--- src/rtl/agc_stage_pkg.sv ---
// Shared constants for the stage/branch register: bus width, stage codes, branch-test priority.
package agc_stage_pkg;

  localparam int unsigned WL_W_DEF = 16;

  localparam logic [1:0] STG0 = 2'd0;
  localparam logic [1:0] STG1 = 2'd1;
  localparam logic [1:0] STG2 = 2'd2;
  localparam logic [1:0] STG3 = 2'd3;

  // Which test strobe wins a branch flop this cycle, highest priority last.
  typedef enum logic [2:0] {
    BrHold,
    BrTpzg,
    BrTmz,
    BrTsgn,
    BrTov
  } br_sel_e;

  function automatic br_sel_e br1_sel(input logic tov, input logic tsgn);
    if (tov)       return BrTov;
    else if (tsgn) return BrTsgn;
    else           return BrHold;
  endfunction

  function automatic br_sel_e br2_sel(input logic tov, input logic tsgn2, input logic tmz,
                                      input logic tpzg);
    if (tov)        return BrTov;
    else if (tsgn2) return BrTsgn;
    else if (tmz)   return BrTmz;
    else if (tpzg)  return BrTpzg;
    else            return BrHold;
  endfunction

endpackage

--- src/rtl/branch_ff_pair.sv ---
// BR1/BR2 branch flip-flops loaded from the write bus by prioritised test strobes.
module branch_ff_pair
  import agc_stage_pkg::*;
#(
  parameter int unsigned WL_W = WL_W_DEF
) (
  input  logic            CLOCK,
  input  logic            rst,
  input  logic            GOJAM,
  input  logic            TSGN,
  input  logic            TSGN2,
  input  logic            TOV,
  input  logic            TMZ,
  input  logic            TPZG,
  input  logic [WL_W-1:0] WL,
  output logic            BR1,
  output logic            BR2
);

  logic    wl16, wl15, wl_ones, wl_zero;
  logic    br1_d, br2_d;
  br_sel_e sel1, sel2;

  assign wl16    = WL[WL_W-1];
  assign wl15    = WL[WL_W-2];
  assign wl_ones = &WL;
  assign wl_zero = ~|WL;

  always_comb begin
    sel1  = br1_sel(TOV, TSGN);
    sel2  = br2_sel(TOV, TSGN2, TMZ, TPZG);
    br1_d = BR1;
    br2_d = BR2;
    unique case (sel1)
      BrTov, BrTsgn: br1_d = wl16;
      default:       br1_d = BR1;
    endcase
    unique case (sel2)
      BrTov:   br2_d = wl16 ^ wl15;
      BrTsgn:  br2_d = wl16;
      BrTmz:   br2_d = wl_ones;
      BrTpzg:  br2_d = wl_zero;
      default: br2_d = BR2;
    endcase
  end

  always_ff @(posedge CLOCK) begin
    if (!rst || GOJAM) begin
      BR1 <= 1'b0;
      BR2 <= 1'b0;
    end else begin
      BR1 <= br1_d;
      BR2 <= br2_d;
    end
  end

endmodule

--- src/rtl/stage_branch_reg.sv ---
// Stage (pending -> current at T12) and branch register feeding the sequence generator.
// Define STG_ERRCHK_EN to build the sticky illegal-request detector behind STGERR.
module stage_branch_reg
  import agc_stage_pkg::*;
#(
  parameter int unsigned WL_W = WL_W_DEF
) (
  input  logic            CLOCK,
  input  logic            rst,
  input  logic            T12,
  input  logic            GOJAM,
  input  logic            INKL,
  input  logic            ST1REQ,
  input  logic            ST2REQ,
  input  logic            TSGN,
  input  logic            TSGN2,
  input  logic            TOV,
  input  logic            TMZ,
  input  logic            TPZG,
  input  logic [WL_W-1:0] WL,
  output logic            ST0_,
  output logic            ST1_,
  output logic            ST2_,
  output logic            ST3_,
  output logic            STD2,
  output logic            BR1,
  output logic            BR2_,
  output logic            BR1B2B,
  output logic            STGERR
);

  logic [1:0] pst_q, sg_q;
  logic [1:0] pst_set;
  logic       br2;

  // A request on the T12 cycle joins this transfer rather than waiting a memory cycle.
  assign pst_set = pst_q | {ST2REQ, ST1REQ};

  always_ff @(posedge CLOCK) begin
    if (!rst || GOJAM) begin
      pst_q <= 2'b00;
      sg_q  <= STG0;
    end else if (T12) begin
      pst_q <= 2'b00;
      sg_q  <= pst_set;
    end else begin
      pst_q <= pst_set;
    end
  end

  assign ST0_ = (sg_q != STG0);
  assign ST1_ = (sg_q != STG1);
  assign ST2_ = (sg_q != STG2);
  assign ST3_ = (sg_q != STG3);
  assign STD2 = (sg_q == STG2) & ~INKL;

  branch_ff_pair #(
    .WL_W (WL_W)
  ) u_branch (
    .CLOCK (CLOCK),
    .rst   (rst),
    .GOJAM (GOJAM),
    .TSGN  (TSGN),
    .TSGN2 (TSGN2),
    .TOV   (TOV),
    .TMZ   (TMZ),
    .TPZG  (TPZG),
    .WL    (WL),
    .BR1   (BR1),
    .BR2   (br2)
  );

  assign BR2_   = ~br2;
  assign BR1B2B = ~BR1 & ~br2;

`ifdef STG_ERRCHK_EN
  logic stgerr_q;

  always_ff @(posedge CLOCK) begin
    if (!rst || GOJAM) begin
      stgerr_q <= 1'b0;
    end else if ((INKL && (ST1REQ || ST2REQ)) ||
                 (T12 && (pst_set == STG3) && (sg_q == STG3))) begin
      stgerr_q <= 1'b1;
    end
  end

  assign STGERR = stgerr_q;
`else
  assign STGERR = 1'b0;
`endif

endmodule
--- config.mk ---
export PLATFORM = sky130hd
export DESIGN_NAME = stage_branch_reg
export DESIGN_NICKNAME = d
export VERILOG_FILES = /design/src/rtl/agc_stage_pkg.sv /design/src/rtl/branch_ff_pair.sv /design/src/rtl/stage_branch_reg.sv
export SDC_FILE = /design/constraint.sdc
export NUM_CORES = 1
export LEC_CHECK = 0
export BUFFER_PORTS_ARGS = -buffer_cell sky130_fd_sc_hd__buf_2
export CORE_AREA = 2 2 39 41
export DETAILED_ROUTE_END_ITERATION = 7
export DIE_AREA = 0 0 41 43
export GPL_TIMING_DRIVEN = 0
export PLACE_DENSITY_LB_ADDON = 0.15
export SLEW_MARGIN = 20
export SYNTH_ARGS = -nofsm -noshare
export SYNTH_HDL_FRONTEND = slang
export SYNTH_SLANG_ARGS = --single-unit
export TNS_END_PERCENT = 10
--- constraint.sdc ---
create_clock -name CLOCK -period 1.7 [get_ports CLOCK]
set_clock_uncertainty 0.2 [all_clocks]
set_input_delay 0.085 -clock CLOCK [delete_from_list [all_inputs] [get_ports CLOCK]]
set_output_delay 0.085 -clock CLOCK [all_outputs]
set_load 0.02 [all_outputs]
Word-level counts from Yosys, hierarchy flattened
Index checks and enable logic that the tools add are counted.
{"block": "op_classes", "n_reduce_logical": 9, "eq_ne": 10, "n_mul": 0, "n_lt_le_gt_ge": 0, "mux": 7, "shifts": 0, "n_bitwise": 7, "addsub": 0, "n_div": 0}
{"operator": "AND reduction 16 bit", "n": 1}
{"operator": "OR reduction 16 bit", "n": 1}
{"operator": "two-way mux 3 bit", "n": 4}
{"operator": "== test 3 x 2 -> 1 bit, second input constant", "n": 3}
{"operator": "== test 3 bit, second input constant", "n": 2}
{"operator": "inequality test 2 bit, second input constant", "n": 2}
{"operator": "case mux 1 bit (4 select lines)", "n": 1}
{"operator": "nonzero test 4 bit", "n": 1}
{"operator": "OR reduction 2 bit", "n": 2}
{"operator": "== test 3 x 1 -> 1 bit, second input constant", "n": 1}
{"operator": "NOT 1 bit", "n": 3}
{"operator": "bitwise AND 1 bit", "n": 2}
{"operator": "== test 2 bit, second input constant", "n": 1}
{"operator": "logical NOT 1 bit", "n": 2}
{"operator": "two-way mux 2 bit", "n": 1}
{"operator": "inequality test 2 x 1 -> 1 bit, second input constant", "n": 1}
{"operator": "OR 2 bit", "n": 1}
{"operator": "nonzero test 2 bit", "n": 1}
{"operator": "logical OR 1 bit", "n": 1}
{"operator": "two-way mux 1 bit", "n": 1}
{"operator": "bitwise XOR 1 bit", "n": 1}
{"block": "word_totals", "latchBits": 0, "reg_bits": 6, "ramBits": 0, "output_inout_bits": 9, "n_memories": 0, "mem_bits_ro": 0, "input_bits": 28, "elab_cells": 37}

Longest topological paths before layout
Gate-level depths: netlist (run 1).
{"block": "logic_depth", "depth_word": 6, "mapped_depth": 5, "mapped_depth_nobuf": 5}

Cells and area by module
Synthesis (run 1) repeated with hierarchy kept, for this count alone.
{"block": "unflattened", "hier_cells": 53, "area_unflattened_um2": 405.4}
{"mod": "branch_ff_pair", "cells_each": 31, "seq_area_each_um2": 40.0, "area_per_inst_um2": 226.5, "instances": 1}
{"mod": "stage_branch_reg", "cells_each": 22, "seq_area_each_um2": 80.1, "area_per_inst_um2": 178.9, "instances": 1}

Worst setup path after synthesis (run 1)
OpenSTA, ideal clock, no wires.
{"block": "synth_path", "path_type": "input to register", "start": "input port WL[14]", "end": "register u_branch.BR2", "arrival_ns": 0.939, "stages": 5, "t_required_ns": 1.441, "n_path_buf": 0, "setup_time_ns": 0.059, "slack_ns": 0.502, "cell_sequence": "ha_1 > nand4_1 > or3_1 > nor4_2 > o31a_1"}
{"block": "synth_between", "elab_chain_cells": 3, "elab_cells_between_ends": 5, "cone_classes": "1 x mux; 1 x bitwise; 3 x reduce/logical"}
{"element": "from (decl)", "line_no": "stage_branch_reg.sv:20", "source": "input logic [WL_W-1:0] WL,"}
{"element": "OR reduction 16 bit", "line_no": "branch_ff_pair.sv:27", "source": "assign wl_zero = ~|WL;"}
{"element": "logical NOT 1 bit", "line_no": "branch_ff_pair.sv:27"}
{"element": "case mux 1 bit (4 select lines) *", "line_no": "branch_ff_pair.sv:38", "source": "unique case (sel2)"}
{"element": "to (signal assigned)", "line_no": "branch_ff_pair.sv:53", "source": "BR2 <= br2_d;"}
{"element": "to (decl)", "line_no": "branch_ff_pair.sv:17", "source": "output logic BR2"}
Mark *: on every way between the ends. The rest lies on a longest branch, timed or not.
A chain may end at the register's enable or synchronous reset.

Worst setup path after layout (run 1)
{"block": "layout_path", "start": "input port T12", "end": "register pst_q[1]"}
{"block": "layout_between", "elab_chain_cells": 1}
{"element": "from (decl)", "line_no": "stage_branch_reg.sv:10", "source": "input logic T12,"}
{"element": "OR reduction 2 bit (no source line)"}
{"element": "to (signal assigned)", "line_no": "stage_branch_reg.sv:47", "source": "pst_q <= pst_set;"}
{"element": "to (decl)", "line_no": "stage_branch_reg.sv:32", "source": "logic [1:0] pst_q, sg_q;"}
No other way between the ends.

==> results of run 1 <==
cell usage after synthesis (2+ instances only):
library cell and count:
o21ai_0 2, ha_1 2, nor3_1 3, nand4_1 5, nor4_1 3, a21oi_1 3
dfxtp_1 6, a211oi_1 2, nor2_1 10, nand2b_1 3, nand2_1 4, inv_1 3
worst paths after layout:
kind | start | end | slack [ns]
max | T12 | pst_q[1]$_SDFF_PP0_ | 0.14
min | ST2REQ | sg_q[1]$_SDFFE_PP0P_ | 0.007
max reg2reg | pst_q[1]$_SDFF_PP0_ | pst_q[1]$_SDFF_PP0_ | 0.35
min reg2reg | u_branch.BR1$_SDFFE_PP0P_ | u_branch.BR1$_SDFFE_PP0P_ | 0.27
worst max-delay path, stage by stage:
cell,delay (ns)
dlygate4sd3_1,0.53
buf_2,0.15
nor3_1,0.19
dlygate4sd3_1,0.58
flip-flops by register name, summed over array words and instances (netlist names):
name          count
pst_q             2
sg_q              2
u_branch.BR1      1
u_branch.BR2      1
through the flow:
stage	power (W)	hold slack, ns
2_1_floorplan	0.000193	-0.0357
3_3_place_gp	0.000244	0.142
3_5_place_dp	0.000246	0.144
4_1_cts	0.000387	0.00152
5_1_grt	0.000405	0.0514
6_report	0.000378	0.00705
kinds of logic (layout without fill, tap and decap cells):
| family | after synthesis | in the layout | share of synthesized area [%] |
|---|---|---|---|
| buffers and inverters | 4 | 48 | 4.85 |
| adder cells (fa/ha/maj) | 2 | 2 | 6.47 |
| AO/OA/AOI/OAI | 8 | 8 | 12.6 |
| AND/OR/NAND/NOR | 32 | 32 | 44.0 |
| other | 1 | 1 | 0.970 |
| flip-flops | 6 | 6 | 31.1 |
layer usage:
| layer | track usage, % | share of wire (%) |
|---|---|---|
| met3 | 3.14 | 11 |
| met1 | 16.8 | 44 |
| met4 | 8.00 | 1.0 |
| met5 | 0 | 0 |
| met2 | 20.0 | 44 |
final cells by class:
class,count,area (µm²)
fillers,160,719
multi-input cells,43,248
repair buffers,41,235
flip-flops and latches,6,120
clock buffers,3,22.5
well taps,16,20.0
inverters,3,11.3
plain buffers,1,7.51
power groups by stage:
stage | combinational [W] | clock [W] | sequential (W)
floorplan | 0.0000395 | 0 | 0.000154
global placement | 0.0000912 | 0 | 0.000153
detailed placement | 0.0000925 | 0 | 0.000153
CTS | 0.000102 | 0.000134 | 0.000151
global route | 0.000115 | 0.000138 | 0.000152
finish | 0.000102 | 0.000125 | 0.000151
timing repair:
item,in CTS,in global routing
resized for setup,0,0
hold buffers,6,0
endpoints found under the hold margin,5,0
==> results.ini, run 1 <==
[status]
outcome=finished, final reports clean

[power_and_ir_drop]
seq_power_share_pct=39.9
power-per-cell-area_mw_per_mm2=568
ir_worst_vdd_v=0.000381
power.leakage_nw=0.311
p_int_w=0.000278
share_clk_of_total_power_pct=33.2
switching_share_pct=26.4
power.net_switching_w=0.0000995
power.combinational.fraction_pct=26.9

[finish]
area_growth_syn_to_layout_pct=71.8
finalCoreUtilization_pct=48.0
layout.cell_area.non_filler_um2=664
final_cell_count_no_fill=113
antenna-diode-count=0
drive_gt1_share_pct=42.3
mostFrequentLayoutCell=buf_2
layout.nets=129
mostFrequentLayoutCells=buf_2, nor2_1, dlygate4sd3_1, dfxtp_1, nand4_1

[drt]
drt-wirelength-per-cell_um=8.88
wl_um=1000
vias=515
viasPerCell=4.56
drt_iter0_drc=6
postRouteAntennaNets=0
drc_violation_count_after_routing=0
drt_pass1_iterations=4

[synth]
synthDominantAreaCellType=dfxtp_1
yosysUniqueCellTypes=19
yosysSeqAreaShare_pct=31.1
avgSynthCellArea_um2=7.29
synth.ff_latch_count=6
synth_enable_flop_cells=0
syn-instance-count=53
synth.top_cells.by_area=dfxtp_1, nor2_1, nand4_1
yosysWarningCount=0
yosys.area.top_type_share_pct=31.1
dominantRegCellSynth=dfxtp_1
synth_nets=83
synth_area_um2=387
asyncSetResetFlopFracSynth_pct=0

[critical_path]
startpoint_type=primary input
critPathMaxFanout=6
worst_setup_path_end_kind=flop
worstPathArrival_ns=1.53
worst-r2r-cell-count=3
crit_type=primary input to flop
cp.required_ns=1.68

[placed_design]
numPlacedInstances=104
pre_cts_ws_ns=0.287
rd_place_congestion=0.616
port_buffers=35
dpl-instance-area_um2=582
post-dp-hpwl_um=802

[timing]
layout_setup_ws_ns=0.142
final_max_slew_viol_count=0
fin_setup_tns_ns=0
timing.final.crit_period_ns=1.56
layout_worst_path_cycle_share_pct=91.7
clock.fmax_mhz=642
rsz0062_at_grt=no
timing_hold_violations_final=0
report.final.setup_viol=0

[grt]
antenna_found_initial=0
grt_pass1_vias=472
globalRoute.totalOverflow=0
global_route_total_usage_across_every_layer_pct=13.5
grt_start_max_net_pins=8
first_pass_grt_wire_length_um=1630

[floorplanning]
fp.dieH_um=43
die-area_mm2=0.00176
die-width_um=41
rows=14
core_area_mm2=0.00138
start_util_pct=27.9
io_pins=37

[clock_network]
tritoncts.num_buffers=3
number_of_sinks_handled_by_clock_tree_synthesis=6
cts_post_setup_buffers_inserted=0
cts_root_buffer=clkbuf_4
cts_buffer_depth=2
cts_tree=done
cts.clk_slew.worst_paths_ns=0.04
clkLatencyLatePin_ns=0.23
htree_num_levels=1

[worst_hold_path]
holdPathStages=3
min-delay-path-class=primary input to flop

[run]
timing.max_cap.violations=0

Note: power is estimated with default switching activity, not from simulation.
==> run 2, diff against run 1 <==
Settings changed: CORE_AREA 2 2 39 41 to unset, CORE_UTILIZATION set to 28, DIE_AREA 0 0 41 43 to unset.
==> run 2 against run 1 <==
Net effect: final cell count unchanged; via count increased by 3.1%; combinational power increased by 5%; critical path depth increased by 3; sequential power about the same; clock power increased by 9.6%; global-route usage increased by 1.1 points; first-iteration DRC count increased by 120%; critical endpoint is now u_branch.BR2$_SDFFE_PP0P_.
==> results.ini, run 2 (synthesis gave the netlist of run 1 again) <==
[grt]
first_pass_grt_wire_length_um=1490  ; -8.5%
grt_pass1_vias=402  ; -15%
globalRoute.totalOverflow=0  ; unchanged
grt_start_max_net_pins=8  ; unchanged
global_route_total_usage_across_every_layer_pct=14.5  ; +1.1 points
antenna_found_initial=0  ; unchanged

[status]
outcome=finished, final reports clean

[critical_path]
worst_setup_path_end_kind=flop
worst_reg2reg_path_startpoint=pst_q[1]$_SDFF_PP0_
cp.required_ns=1.70  ; +0.02 ns
startpoint_type=primary input
rr_endpoint=pst_q[1]$_SDFF_PP0_
worst-r2r-setup-slack_ns=0.36  ; about the same
largest_stage_delay_worst_path_ns=0.54  ; -0.04 ns
crit_type=primary input to flop
worst-r2r-cell-count=3  ; unchanged
cpMaxStageDelayCell=dlygate4sd3_1
cp_cell_sequence=dlygate4sd3_1, buf_6, ha_1, nand4_1, or3_4, nor4_4, o31a_1
critPathMaxFanout=4  ; -2
worstPathArrival_ns=1.57  ; +0.04 ns

[finish]
mostFrequentLayoutCell=buf_2
drive_gt1_share_pct=42.9  ; +0.59 points
layout.nets=130  ; +0.78%
final_cell_count_no_fill=113  ; unchanged
largestRegisters=pst_q: 2 flops, sg_q: 2 flops
mostFrequentLayoutCells=buf_2, nor2_1, dlygate4sd3_1
layout.filler_cells=126  ; -21%
layout.cell_area.non_filler_um2=693  ; +4.3%
antenna-diode-count=0  ; unchanged
area_growth_syn_to_layout_pct=79.3

[floorplanning]
rows=13  ; -1
io_pins=37  ; unchanged
core_area_mm2=0.00128  ; -7.1%
fp.dieH_um=39.2  ; -8.9%
die-area_mm2=0.00153  ; -13%
start_util_pct=30.1  ; +2.1 points
die-width_um=39.2  ; -4.5%

[power_and_ir_drop]
power.leakage_nw=0.323  ; +3.9%
ir_worst_vdd_v=0.000359  ; -5.7%
power-per-cell-area_mw_per_mm2=569  ; about the same

[placed_design]
numPlacedInstances=103  ; -0.96%
pre_cts_ws_ns=0.291  ; +0.00412 ns
rd_place_congestion=0.655  ; +6.4%
dpl-instance-area_um2=581  ; -0.22%
post-dp-hpwl_um=784  ; -2.3%
port_buffers=35  ; unchanged

[drt]
drc_violation_count_after_routing=0  ; unchanged
postRouteAntennaNets=0  ; unchanged
viasPerCell=4.70  ; +3.1%
drt-wirelength-per-cell_um=9.11  ; +2.5%
drt_iter0_drc=13  ; +7
drt_pass1_iterations=2  ; -2
vias=531  ; +3.1%
wl_um=1030  ; +2.5%

[timing]
hold-worst-slack_ns=0.0132  ; +0.00614 ns
clock.fmax_mhz=635  ; -1.0%
fin_setup_tns_ns=0  ; unchanged
timing_hold_violations_final=0  ; unchanged
layout_setup_ws_ns=0.125  ; -0.0165 ns
timing.final.crit_period_ns=1.57  ; +0.0165 ns
layout_worst_path_cycle_share_pct=92.6  ; +0.97 points
rsz0062_at_grt=no
report.final.setup_viol=0  ; unchanged
final_max_slew_viol_count=0  ; unchanged

[run]
timing.max_cap.violations=0  ; unchanged

[clock_network]
clkLatencyLatePin_ns=0.25  ; +0.02 ns
tritoncts.num_buffers=3  ; unchanged
number_of_sinks_handled_by_clock_tree_synthesis=6  ; unchanged
cts_post_setup_buffers_inserted=0  ; unchanged
cts.clk_slew.worst_paths_ns=0.05  ; about the same
cts_tree=done
cts_root_buffer=clkbuf_4
htree_num_levels=1  ; unchanged
cts_buffer_depth=2  ; unchanged

[worst_hold_path]
hold_start=rst
min-delay-path-class=primary input to flop
holdPathStages=3  ; unchanged
min_delay_worst_endpoint=u_branch.BR1$_SDFFE_PP0P_

[run 2: final cells by class]
cell class	count	area [µm²]	share of cell area [%]
multi-input cells	43	262	37.7
repair buffers	42	251	36.3
flip-flops and latches	6	120	17.3
clock buffers	3	22.5	3.25
well taps	15	18.8	2.71
inverters	3	11.3	1.62
plain buffers	1	7.51	1.08
[run 2: repair_timing]
item,4_1_cts,5_1_grt
hold buffers,7,0
endpoints found under the hold margin,5,0
resized for setup,0,3
endpoints found under the setup margin,0,1
[run 2: power by group]
group	total, W	switching, W	internal [W]
clock network	0.000137	0.0000567	0.0000802
registers	0.000151	0.00000405	0.000147
logic	0.000107	0.0000519	0.0000548
total	0.000394	0.000113	0.000282
[run 2: routing by layer]
layer  routed length [µm]  track usage [%]  vias to the layer above
met3                   92             5.20                        2
li1                     -                -                      282
met1                  484             18.6                      224
met2                  437             20.8                       23
met5                    0                0                        -
met4                   15             7.76                        0
[run 2: worst max path at each step]
stage,cells past startpoint,from,end
finish,7,WL[15],u_branch.BR2$_SDFFE_PP0P_
global route,7,WL[15],u_branch.BR2$_SDFFE_PP0P_
detailed placement,6,WL[15],u_branch.BR2$_SDFFE_PP0P_
CTS,7,WL[15],u_branch.BR2$_SDFFE_PP0P_
floorplan,5,WL[14],u_branch.BR2$_SDFFE_PP0P_
global placement,6,WL[15],u_branch.BR2$_SDFFE_PP0P_
[run 2: critical path, delay by kind of cell]
family | cells | cell delay, ns
AOI/OAI and AO/OA | 1 | 0.14
adders and majority gates | 1 | 0.13
and+or+nand+nor | 3 | 0.57
buffers and inverters | 2 | 0.65
[run 2: through the flow]
stage / total power (W) / utilization (%)
after floorplan: 0.000193 / -
after global placement: 0.000244 / 45.2
after detailed placement: 0.000246 / 45.2
after CTS: 0.000398 / 52.4
after global routing: 0.000420 / 53.9
final: 0.000394 / 53.9
==> run 3, diff against run 2 <==
Clock period 1.7 ns to 1.9 ns, I/O delays scaled along.
==> run 3 against run 2 <==
Net effect: die area unchanged; sequential power is 11% lower; final area fell by 2.9%; utilization fell by 1.6 points; wire length fell by 2.7%; setup slack improved by 0.10 ns; power decreased by 11%; critical endpoint unchanged; largest power group unchanged.
==> results.ini, run 3 (synthesis gave the netlist of run 1 again) <==
[power_and_ir_drop]
switching_share_pct=28.5  ; -0.090 points
p_int_w=0.000251  ; -11%
power-per-cell-area_mw_per_mm2=521  ; -8.5%
seq_power_share_pct=38.5  ; +0.3 points
ir_worst_vdd_v=0.000321  ; -11%
power.combinational.fraction_pct=26.5  ; -0.6 points
power.leakage_nw=0.315  ; -2.4%
power.net_switching_w=0.0000998  ; -11%
share_clk_of_total_power_pct=35.1  ; +0.4 points

[critical_path]
cp_cell_sequence=dlygate4sd3_1, buf_2, ha_1, nand4_1, or3_1, nor4_2, o31a_1
worstPathArrival_ns=1.67  ; +0.10 ns
setup.worst_path.end=u_branch.BR2$_SDFFE_PP0P_
critical_path.n_buffers_inverters=2  ; unchanged
worst-r2r-setup-slack_ns=0.56  ; +0.20 ns
crit_path_leading_delay_family=buffers and inverters
crit_type=primary input to flop
cpMaxStageDelayCell=dlygate4sd3_1
critPathMaxFanout=4  ; unchanged
startpoint_type=primary input
largest_stage_delay_worst_path_ns=0.52  ; -0.02 ns
setup.worst_path.start=WL[15]
worst-r2r-cell-count=3  ; unchanged
cp.required_ns=1.90  ; +0.20 ns
worst-path-stages=7  ; unchanged
rr_endpoint=pst_q[1]$_SDFF_PP0_
worst_reg2reg_path_startpoint=pst_q[1]$_SDFF_PP0_
worst_setup_path_end_kind=flop

[finish]
finalCoreUtilization_pct=52.4  ; -1.6 points
antenna-diode-count=0  ; unchanged
largestRegisters=pst_q: 2 flops, sg_q: 2 flops
layout.nets=130  ; unchanged
drive_gt1_share_pct=41.8  ; -1.0 points
mostFrequentLayoutCells=buf_2, nor2_1, dlygate4sd3_1
area_growth_syn_to_layout_pct=74.1
mostFrequentLayoutCell=buf_2

[timing]
final_max_slew_viol_count=0  ; unchanged
timing.final.crit_period_ns=1.67
report.final.setup_viol=0  ; unchanged
timing_hold_violations_final=0  ; unchanged
layout_worst_path_cycle_share_pct=87.9
clock.fmax_mhz=599
fin_setup_tns_ns=0  ; unchanged
rsz0062_at_grt=no

[worst_hold_path]
min-delay-path-class=primary input to flop

[drt]
drt_iter0_drc=13  ; unchanged
viasPerCell=4.70  ; unchanged
drt-wirelength-per-cell_um=8.86  ; -2.7%
drt_pass1_iterations=4  ; +2
wl_um=1000  ; -2.7%
drc_violation_count_after_routing=0  ; unchanged
postRouteAntennaNets=0  ; unchanged
vias=531  ; unchanged

[floorplanning]
die-area_mm2=0.00153  ; unchanged
core_area_mm2=0.00128  ; unchanged
fp.dieH_um=39.2  ; unchanged
start_util_pct=30.1  ; unchanged
die-width_um=39.2  ; unchanged
rows=13  ; unchanged
io_pins=37  ; unchanged

[run]
timing.max_cap.violations=0  ; unchanged

[grt]
grt_pass1_vias=402  ; unchanged
first_pass_grt_wire_length_um=1490  ; unchanged
global_route_total_usage_across_every_layer_pct=14.5  ; unchanged
grt-busiest-layer=met2
global_route.usage.met3_pct=5.20  ; unchanged
globalRoute.totalOverflow=0  ; unchanged
grt.met2_usage_pct=20.8  ; unchanged
grtUsageMet1_pct=18.6  ; unchanged
antenna_found_initial=0  ; unchanged
grt_start_max_net_pins=8  ; unchanged

[clock_network]
number_of_sinks_handled_by_clock_tree_synthesis=6  ; unchanged
htree_num_levels=1  ; unchanged
cts_tree=done
cts_root_buffer=clkbuf_4
tritoncts.num_buffers=3  ; unchanged
cts.clk_slew.worst_paths_ns=0.05  ; about the same
clkLatencyLatePin_ns=0.25  ; about the same
cts_post_setup_buffers_inserted=0  ; unchanged
cts_buffer_depth=2  ; unchanged

[status]
outcome=finished, final reports clean

[placed_design]
port_buffers=35  ; unchanged
post-dp-hpwl_um=784  ; unchanged
rd_place_congestion=0.655  ; unchanged

[run 3: changes by cell type in the layout (fill, tap and decap cells not counted)]
| cell | delta |
|---|---|
| buf_2 | +1 |
| buf_6 | -1 |
| nor4_2 | +1 |
| nor4_4 | -1 |
| or3_1 | +1 |
| or3_4 | -1 |
[run 3: power by group through the flow]
stage          logic (W)  clock network (W)  registers [W]
2_1_floorplan  0.0000353                  0       0.000137
3_3_place_gp   0.0000813                  0       0.000137
3_5_place_dp   0.0000827                  0       0.000137
4_1_cts        0.0000930           0.000129       0.000135
5_1_grt         0.000104           0.000134       0.000135
6_report       0.0000927           0.000123       0.000135
[run 3: what timing repair did]
item,CTS,global route
gates resized for setup,0,0
hold endpoints to repair,5,0
hold buffers,7,0
[run 3: through the flow]
step / hold WS (ns) / std cells / instance area [µm²] / power (W) / setup WS [ns]
after detailed placement: 0.158 / 103 / 581 / 0.000220 / 0.481
after floorplan: -0.0257 / 53 / 387 / 0.000173 / 0.692
final: 0.0224 / 113 / 673 / 0.000350 / 0.229
after CTS: 0.0183 / 113 / 673 / 0.000357 / 0.215
after global placement: 0.150 / 103 / 581 / 0.000218 / 0.482
after global routing: 0.0502 / 113 / 673 / 0.000373 / 0.0755
[run 3: cell type report]
class / instances / area, µm²
Fill cell: 132 / 612
Multi-Input combinational cell: 43 / 248
Timing Repair Buffer: 42 / 245
Sequential cell: 6 / 120
Clock buffer: 3 / 22.5
Tap cell: 15 / 18.8
Inverter: 3 / 11.3
Buffer: 1 / 7.51
[run 3: per-layer routing]
metal	vias to the layer above	wire length [µm]
met1	222	455
met3	2	110
met5	-	0
met4	0	15
li1	282	-
met2	25	420
[run 3: how the worst min path moves through the flow]
| stage | cells after the start | start | to |
|---|---|---|---|
| 2_1_floorplan | 1 | T12 | pst_q[0]$_SDFF_PP0_ |
| 3_3_place_gp | 2 | T12 | pst_q[1]$_SDFF_PP0_ |
| 3_5_place_dp | 2 | T12 | pst_q[1]$_SDFF_PP0_ |
| 4_1_cts | 3 | rst | u_branch.BR1$_SDFFE_PP0P_ |
| 5_1_grt | 3 | rst | u_branch.BR1$_SDFFE_PP0P_ |
| 6_report | 3 | rst | u_branch.BR1$_SDFFE_PP0P_ |
[run 3: tightest hold or removal path, delay by kind of cell]
family | cells | cell delay [ns]
and+or+nand+nor | 1 | 0.18
AOI/OAI and AO/OA | 1 | 0.06
buffers and inverters | 1 | 0.09
